## src/rtl/peak_detector.sv

```systemverilog
// Threshold-triggered peak finder with holdoff and a one-deep output register.
// Optional pile-up rejection: define PEAK_PILEUP_REJECT_EN.
module peak_detector #(
  parameter int THRESHOLD        = 100,
  parameter int HOLDOFF          = 8,
  parameter int TS_WIDTH         = 32,
  parameter int SIZE_FILTER_DATA = 15
) (
  input  logic                          clk,
  input  logic                          reset,
  input  logic signed [SIZE_FILTER_DATA:0] input_data,
  input  logic                          peak_ready,
  output logic                          peak_valid,
  output logic signed [SIZE_FILTER_DATA:0] peak_data,
  output logic [TS_WIDTH-1:0]           peak_time,
  output logic [7:0]                    lost_count,
  output logic [7:0]                    pileup_count
);

  localparam int W = SIZE_FILTER_DATA + 1;
  localparam logic signed [W-1:0] THR = W'(THRESHOLD);
  localparam logic [7:0] HOLD_LD = 8'(HOLDOFF);

  typedef enum logic [1:0] {IDLE, RISE, HOLD} state_t;

  state_t                state;
  logic [TS_WIDTH-1:0]   ts;
  logic [TS_WIDTH-1:0]   max_time;
  logic signed [W-1:0]   max_val;
  logic [7:0]            hold_cnt;

  logic above;
  logic rise_end;
  logic reject;
  logic emit;
  logic xfer;

  assign above    = input_data > THR;
  assign rise_end = (state == RISE) && !above;
  assign emit     = rise_end && !reject;
  assign xfer     = peak_valid && peak_ready;

`ifdef PEAK_PILEUP_REJECT_EN
  logic signed [W-1:0] prev;
  logic                falling;
  logic                pileup;

  // A dip followed by a new rise inside one event means two overlapping pulses.
  always_ff @(posedge clk) begin
    if (!reset) begin
      prev         <= '0;
      falling      <= 1'b0;
      pileup       <= 1'b0;
      pileup_count <= '0;
    end else begin
      if (state == IDLE && above) begin
        prev    <= input_data;
        falling <= 1'b0;
        pileup  <= 1'b0;
      end else if (state == RISE) begin
        prev <= input_data;
        if (input_data < prev)
          falling <= 1'b1;
        if (falling && input_data > prev)
          pileup <= 1'b1;
      end
      if (rise_end && reject && pileup_count != 8'hff)
        pileup_count <= pileup_count + 8'd1;
    end
  end

  assign reject = pileup;
`else
  assign reject       = 1'b0;
  assign pileup_count = '0;
`endif

  always_ff @(posedge clk) begin
    if (!reset) begin
      state    <= IDLE;
      ts       <= '0;
      hold_cnt <= '0;
      max_val  <= '0;
      max_time <= '0;
    end else begin
      ts <= ts + 1'b1;
      case (state)
        IDLE: begin
          if (above) begin
            state    <= RISE;
            max_val  <= input_data;
            max_time <= ts;
          end
        end
        RISE: begin
          if (!above) begin
            state    <= HOLD;
            hold_cnt <= HOLD_LD;
          end else if (input_data > max_val) begin
            max_val  <= input_data;
            max_time <= ts;
          end
        end
        HOLD: begin
          if (hold_cnt != 8'd0)
            hold_cnt <= hold_cnt - 8'd1;
          else if (!above)
            state <= IDLE;
        end
        default: state <= IDLE;
      endcase
    end
  end

  // A transfer in the same cycle frees the register for the new event.
  always_ff @(posedge clk) begin
    if (!reset) begin
      peak_valid <= 1'b0;
      peak_data  <= '0;
      peak_time  <= '0;
      lost_count <= '0;
    end else if (emit) begin
      if (!peak_valid || peak_ready) begin
        peak_valid <= 1'b1;
        peak_data  <= max_val;
        peak_time  <= max_time;
      end else if (lost_count != 8'hff) begin
        lost_count <= lost_count + 8'd1;
      end
    end else if (xfer) begin
      peak_valid <= 1'b0;
    end
  end

endmodule

```

## config.mk

```make
export PLATFORM = sky130hd
export DESIGN_NAME = peak_detector
export DESIGN_NICKNAME = d
export VERILOG_FILES = /design/src/rtl/peak_detector.sv
export SDC_FILE = /design/constraint.sdc
export NUM_CORES = 1
export LEC_CHECK = 0
export CAP_MARGIN = 10
export CORE_UTILIZATION = 60
export DETAILED_ROUTE_END_ITERATION = 8
export PLACE_DENSITY = 0.88
export SYNTH_ARGS = -nofsm -noshare
export SYNTH_HDL_FRONTEND = slang
export SYNTH_SLANG_ARGS = --single-unit
```

## constraint.sdc

```tcl
create_clock -name clk -period 4.6 [get_ports clk]
set_input_delay 0.92 -clock clk [delete_from_list [all_inputs] [get_ports clk]]
set_output_delay 0.92 -clock clk [all_outputs]
set_load 0.01 [all_outputs]
```

## Word level (Yosys, flattened, before mapping)

Cells that the tools add are included.

| storage, ports and cells | value |
|---|---|
| logic and storage cells | 61 |
| output and inout bits | 65 |
| register bits after elaboration | 147 |
| input bits | 19 |

| cells by class | value |
|---|---|
| mux-type cells | 19 |
| eq/ne operators | 11 |
| add/sub/neg operators | 3 |
| bitwise logic cells | 1 |
| order comparisons | 2 |
| reductions and logical operators | 16 |

Operators by type and width:

| cell | number |
|---|---|
| $mux W32 | 3 |
| $pmux W32 S2 | 1 |
| $mux W16 | 3 |
| $add A32 B1 Y32 const B | 1 |
| $pmux W16 S2 | 1 |
| $gt A16 B16 Y1 | 1 |
| $gt A16 B8 Y1 const B | 1 |
| $mux W8 | 2 |
| $pmux W8 S2 | 1 |
| $ne A2 B2 Y1 const B | 6 |
| $add A8 B1 Y8 const B | 1 |
| $mux W2 | 4 |
| $ne A8 B8 Y1 const B | 1 |
| $reduce_and A4 Y1 | 2 |
| $reduce_bool A8 Y1 | 1 |
| $sub A8 B1 Y8 const B | 1 |
| $pmux W2 S3 | 1 |
| $reduce_and A3 Y1 | 2 |
| $reduce_bool A2 Y1 | 3 |
| $ne A2 B1 Y1 const B | 2 |
| $reduce_and A2 Y1 | 2 |
| $mux W1 | 3 |
| $eq A2 B1 Y1 const B | 1 |
| $eq A2 B2 Y1 const B | 1 |
| 5 further kinds | 7 |

## Longest topological paths before layout

| logic depth | value |
|---|---|
| depth in word-level cells | 5 |
| mapped depth | 10 |
| gate-level depth less buffers | 8 |

## Worst setup path before layout

No wires, ideal clock.

| timing | value |
|---|---|
| path kind | input to register |
| from | input input_data[1] |
| to | register max_time[12] |
| library setup time | 0.072 ns |
| data arrival time | 2.797 ns |
| path slack | 1.731 ns |
| path buffers | 2 |
| stages | 9 |
| required time | 4.528 ns |
| cells stage by stage | ha_1 > nor2b_1 > o211ai_2 > a2111oi_0 > or4_1 > mux2i_2 > buf_6 > buf_6 > mux2i_1 |

| between the ends | value |
|---|---|
| longest elaborated chain between the ends | 3 |
| elaborated cells between the ends (all ways) | 6 |
| those cells by class | order compare (2); eq/ne (3); reduce/logical (1) |

Ends and longest elaborated chain:

| what | RTL line | text |
|---|---|---|
| start, declared | 11 | `input logic signed [SIZE_FILTER_DATA:0] input_data,` |
| $gt A16 B16 Y1 or $gt A16 B8 Y1 (tied branches) | 99, 38 |  |
| $ne A2 B1 Y1 (no source line) or $ne A2 B2 Y1 (tied branches) | - |  |
| $reduce_and A4 Y1 (no source line) (*) | - |  |
| end signal, assigned | 92 | `max_time <= ts;` |
| end signal, assigned | 101 | `max_time <= ts;` |
| end, declared | 28 | `logic [TS_WIDTH-1:0] max_time;` |

Mark *: on every way between the ends. The rest lies on a longest branch, timed or not.
A chain may end at the register's enable or synchronous reset.

## Worst setup path in the final report

| timing | value |
|---|---|
| from | input input_data[1] |
| to | register max_time[15] |

Same word-level chain as after synthesis.

==> run metrics <==
WP data required=5.04 ns; post_cts resized=0; DP Wirelength=8830 µm; setup bufs post-CTS=0; ANT cells=0; Sum Neg Setup Slack=0 ns; Worst Tran Pin Value=1.01 ns; IO Port Bufs=75; Worst setup EP type=flip-flop; Synth Warn #=0; HP Class=flip-flop to flip-flop; Post-synth ARST share=0; FF+latch count, synth=147; clock buffer depth=2; status=finished clean; top cells by area, synth=dfxtp_1, nand2_1, mux2i_1; Setup violations, final=0; chip width=107 µm; cells after synthesis=753; DRT Pass-1 Iters=5; unrepaired setup endpoints after global routing=no; crit path max fanout=48; grt total ovfl=0; Worst Path Arrival=3.75 ns; FP Rows=37; largest area contributor in the netlist=dfxtp_1; period utilization=0.720; Peak Freq=302 MHz; synthesis-to-layout area growth=21.1%; io pins=84; Root Driver=clkbuf_8; gr usage total=0.276; fraction of layout cells with a size suffix above 1=0.0667; maximum vdd drop=0.000225 V; syn avg cell area=8.76 µm²; Netlist Area Pre-Place=6600 µm²; vias in the first global route=5,233; Slew Limit Fails=0; post-route core utilization=0.760; leakage=3.05 nW; Initial Utilization=0.628; Cell variety after synth=47; CTS tree=built; PwrDens=390 nW/µm²; Sink Count=147; ys flop type=dfxtp_1; initial antenna violation count=0; dpl cell area=7330 µm²; hold buffer count at CTS=0; Yosys top cell area share=0.446; RePlAce Congestion=0.852; fin area=7990 µm²; Iteration-0 DRC Markers=247; Via density=5.49; die height=107 µm; number of flops mapped to enable cells by yosys=0; Worst slew margin=0.329; Startpoint Class=primary input; routed vias=5,268; Hold Fails Final Rpt=0; H-tree lvl count=4; min Tclk post-route=3.31 ns; ANT nets after route=0; final WL=14,700 µm; largest net degree at the start of global routing=85; global-route wire length before repair=24,800 µm; Max-Cap Viols=0; core footprint=10,500 µm²; Inserted Clock Buffers=17; CP Class=primary input to flip-flop; Residual DRC=0; total die area=11,400 µm²; Skew-Pair Late Insertion Delay=0.54 ns; Worst-path clk slew=0.06 ns; fin nets=850; register area share after synthesis=0.446; Avg WL per Cell=15.3 µm; clk_skew=0.00878 ns
## area by class of cell
cell class	count	area, µm²
Clock buffer	21	459
Clock inverter	11	196
Fill cell	695	2520
Inverter	27	101
Multi-Input combinational cell	538	3320
Sequential cell	147	2940
Tap cell	136	170
Timing Repair Buffer	80	798
## stage by stage
step	hold slack, ns	total power (W)	std cells	setup slack, ns
2_1_floorplan	0.423	0.00154	760	1.73
3_3_place_gp	0.434	0.00159	928	1.06
3_5_place_dp	0.443	0.00160	928	0.910
4_1_cts	0.453	0.00312	960	1.28
5_1_grt	0.470	0.00321	960	1.19
6_report	0.454	0.00311	960	1.29
## metal layers
layer | wire (µm) | global-route usage | up-vias
li1 | - | - | 2568
met1 | 6150 | 0.320 | 2447
met2 | 7360 | 0.474 | 211
met3 | 794 | 0.0699 | 42
met4 | 350 | 0.129 | 0
met5 | 0 | 0 | -
## cells in the mapped netlist, types with 16 or more instances
cell type / number
dfxtp_1: 147
inv_1: 27
nor2_1: 25
clkbuf_1: 24
xnor2_1: 16
a21boi_0: 41
ha_1: 20
nand3_1: 21
mux2i_1: 48
and2_1: 35
nand2_1: 210
xor2_1: 24
## placed cells by master, fill, tap and decap left out, drive strengths merged, types with 12 or more instances in the layout
cell and n:
xnor2 16, xor2 24, clkdlybuf4s50 74, nand3 21, inv 29, nand2 210, nor2 25, clkbuf 21
mux2i 49, nor3 12, dfxtp 147, ha 20, and2 35, a21boi 53
## where the power goes
| group | switching, W | leakage, nW | internal [W] | total, W |
|---|---|---|---|---|
| registers | 0.0000254 | 1.19 | 0.00130 | 0.00133 |
| clock network | 0.000545 | 0.315 | 0.000983 | 0.00153 |
| logic | 0.000149 | 1.54 | 0.000109 | 0.000258 |
## cells by family after synthesis
| kind of cell | share of synthesized area |
|---|---|
| AOI/OAI and AO/OA | 0.0890 |
| other | 0.000568 |
| buffers and inverters | 0.0567 |
| and+or+nand+nor | 0.242 |
| adders and majority gates | 0.0379 |
| xor gates and xnor gates | 0.0531 |
| DFF | 0.446 |
| muxes | 0.0749 |
## registers in the layout, summed over array words and instances (netlist names)
| name | cells |
|---|---|
| max_time | 32 |
| ts | 32 |
| state | 2 |
| max_val | 16 |
| peak_valid | 1 |
| hold_cnt | 8 |
| peak_data | 16 |
| peak_time | 32 |
| lost_count | 8 |
## path summary, 6_finish.rpt
kind | cells after the start | slack [ns] | to | from
max | 9 | 1.29 | max_time[15] | input_data[1]
min | 2 | 0.45 | peak_time[18] | peak_time[18]
max reg2reg | 9 | 1.75 | max_time[15] | max_val[1]
min reg2reg | 2 | 0.45 | peak_time[18] | peak_time[18]
## worst max-delay path: stages
cell and delay (ns):
clkdlybuf4s50_1 0.47, ha_1 0.34, nor2b_1 0.22, o211ai_2 0.10
a2111oi_0 0.53, or4_1 0.26, mux2i_4 0.26, buf_12 0.33
mux2i_1 0.30
No activity file was read; power rests on OpenSTA's default activity.
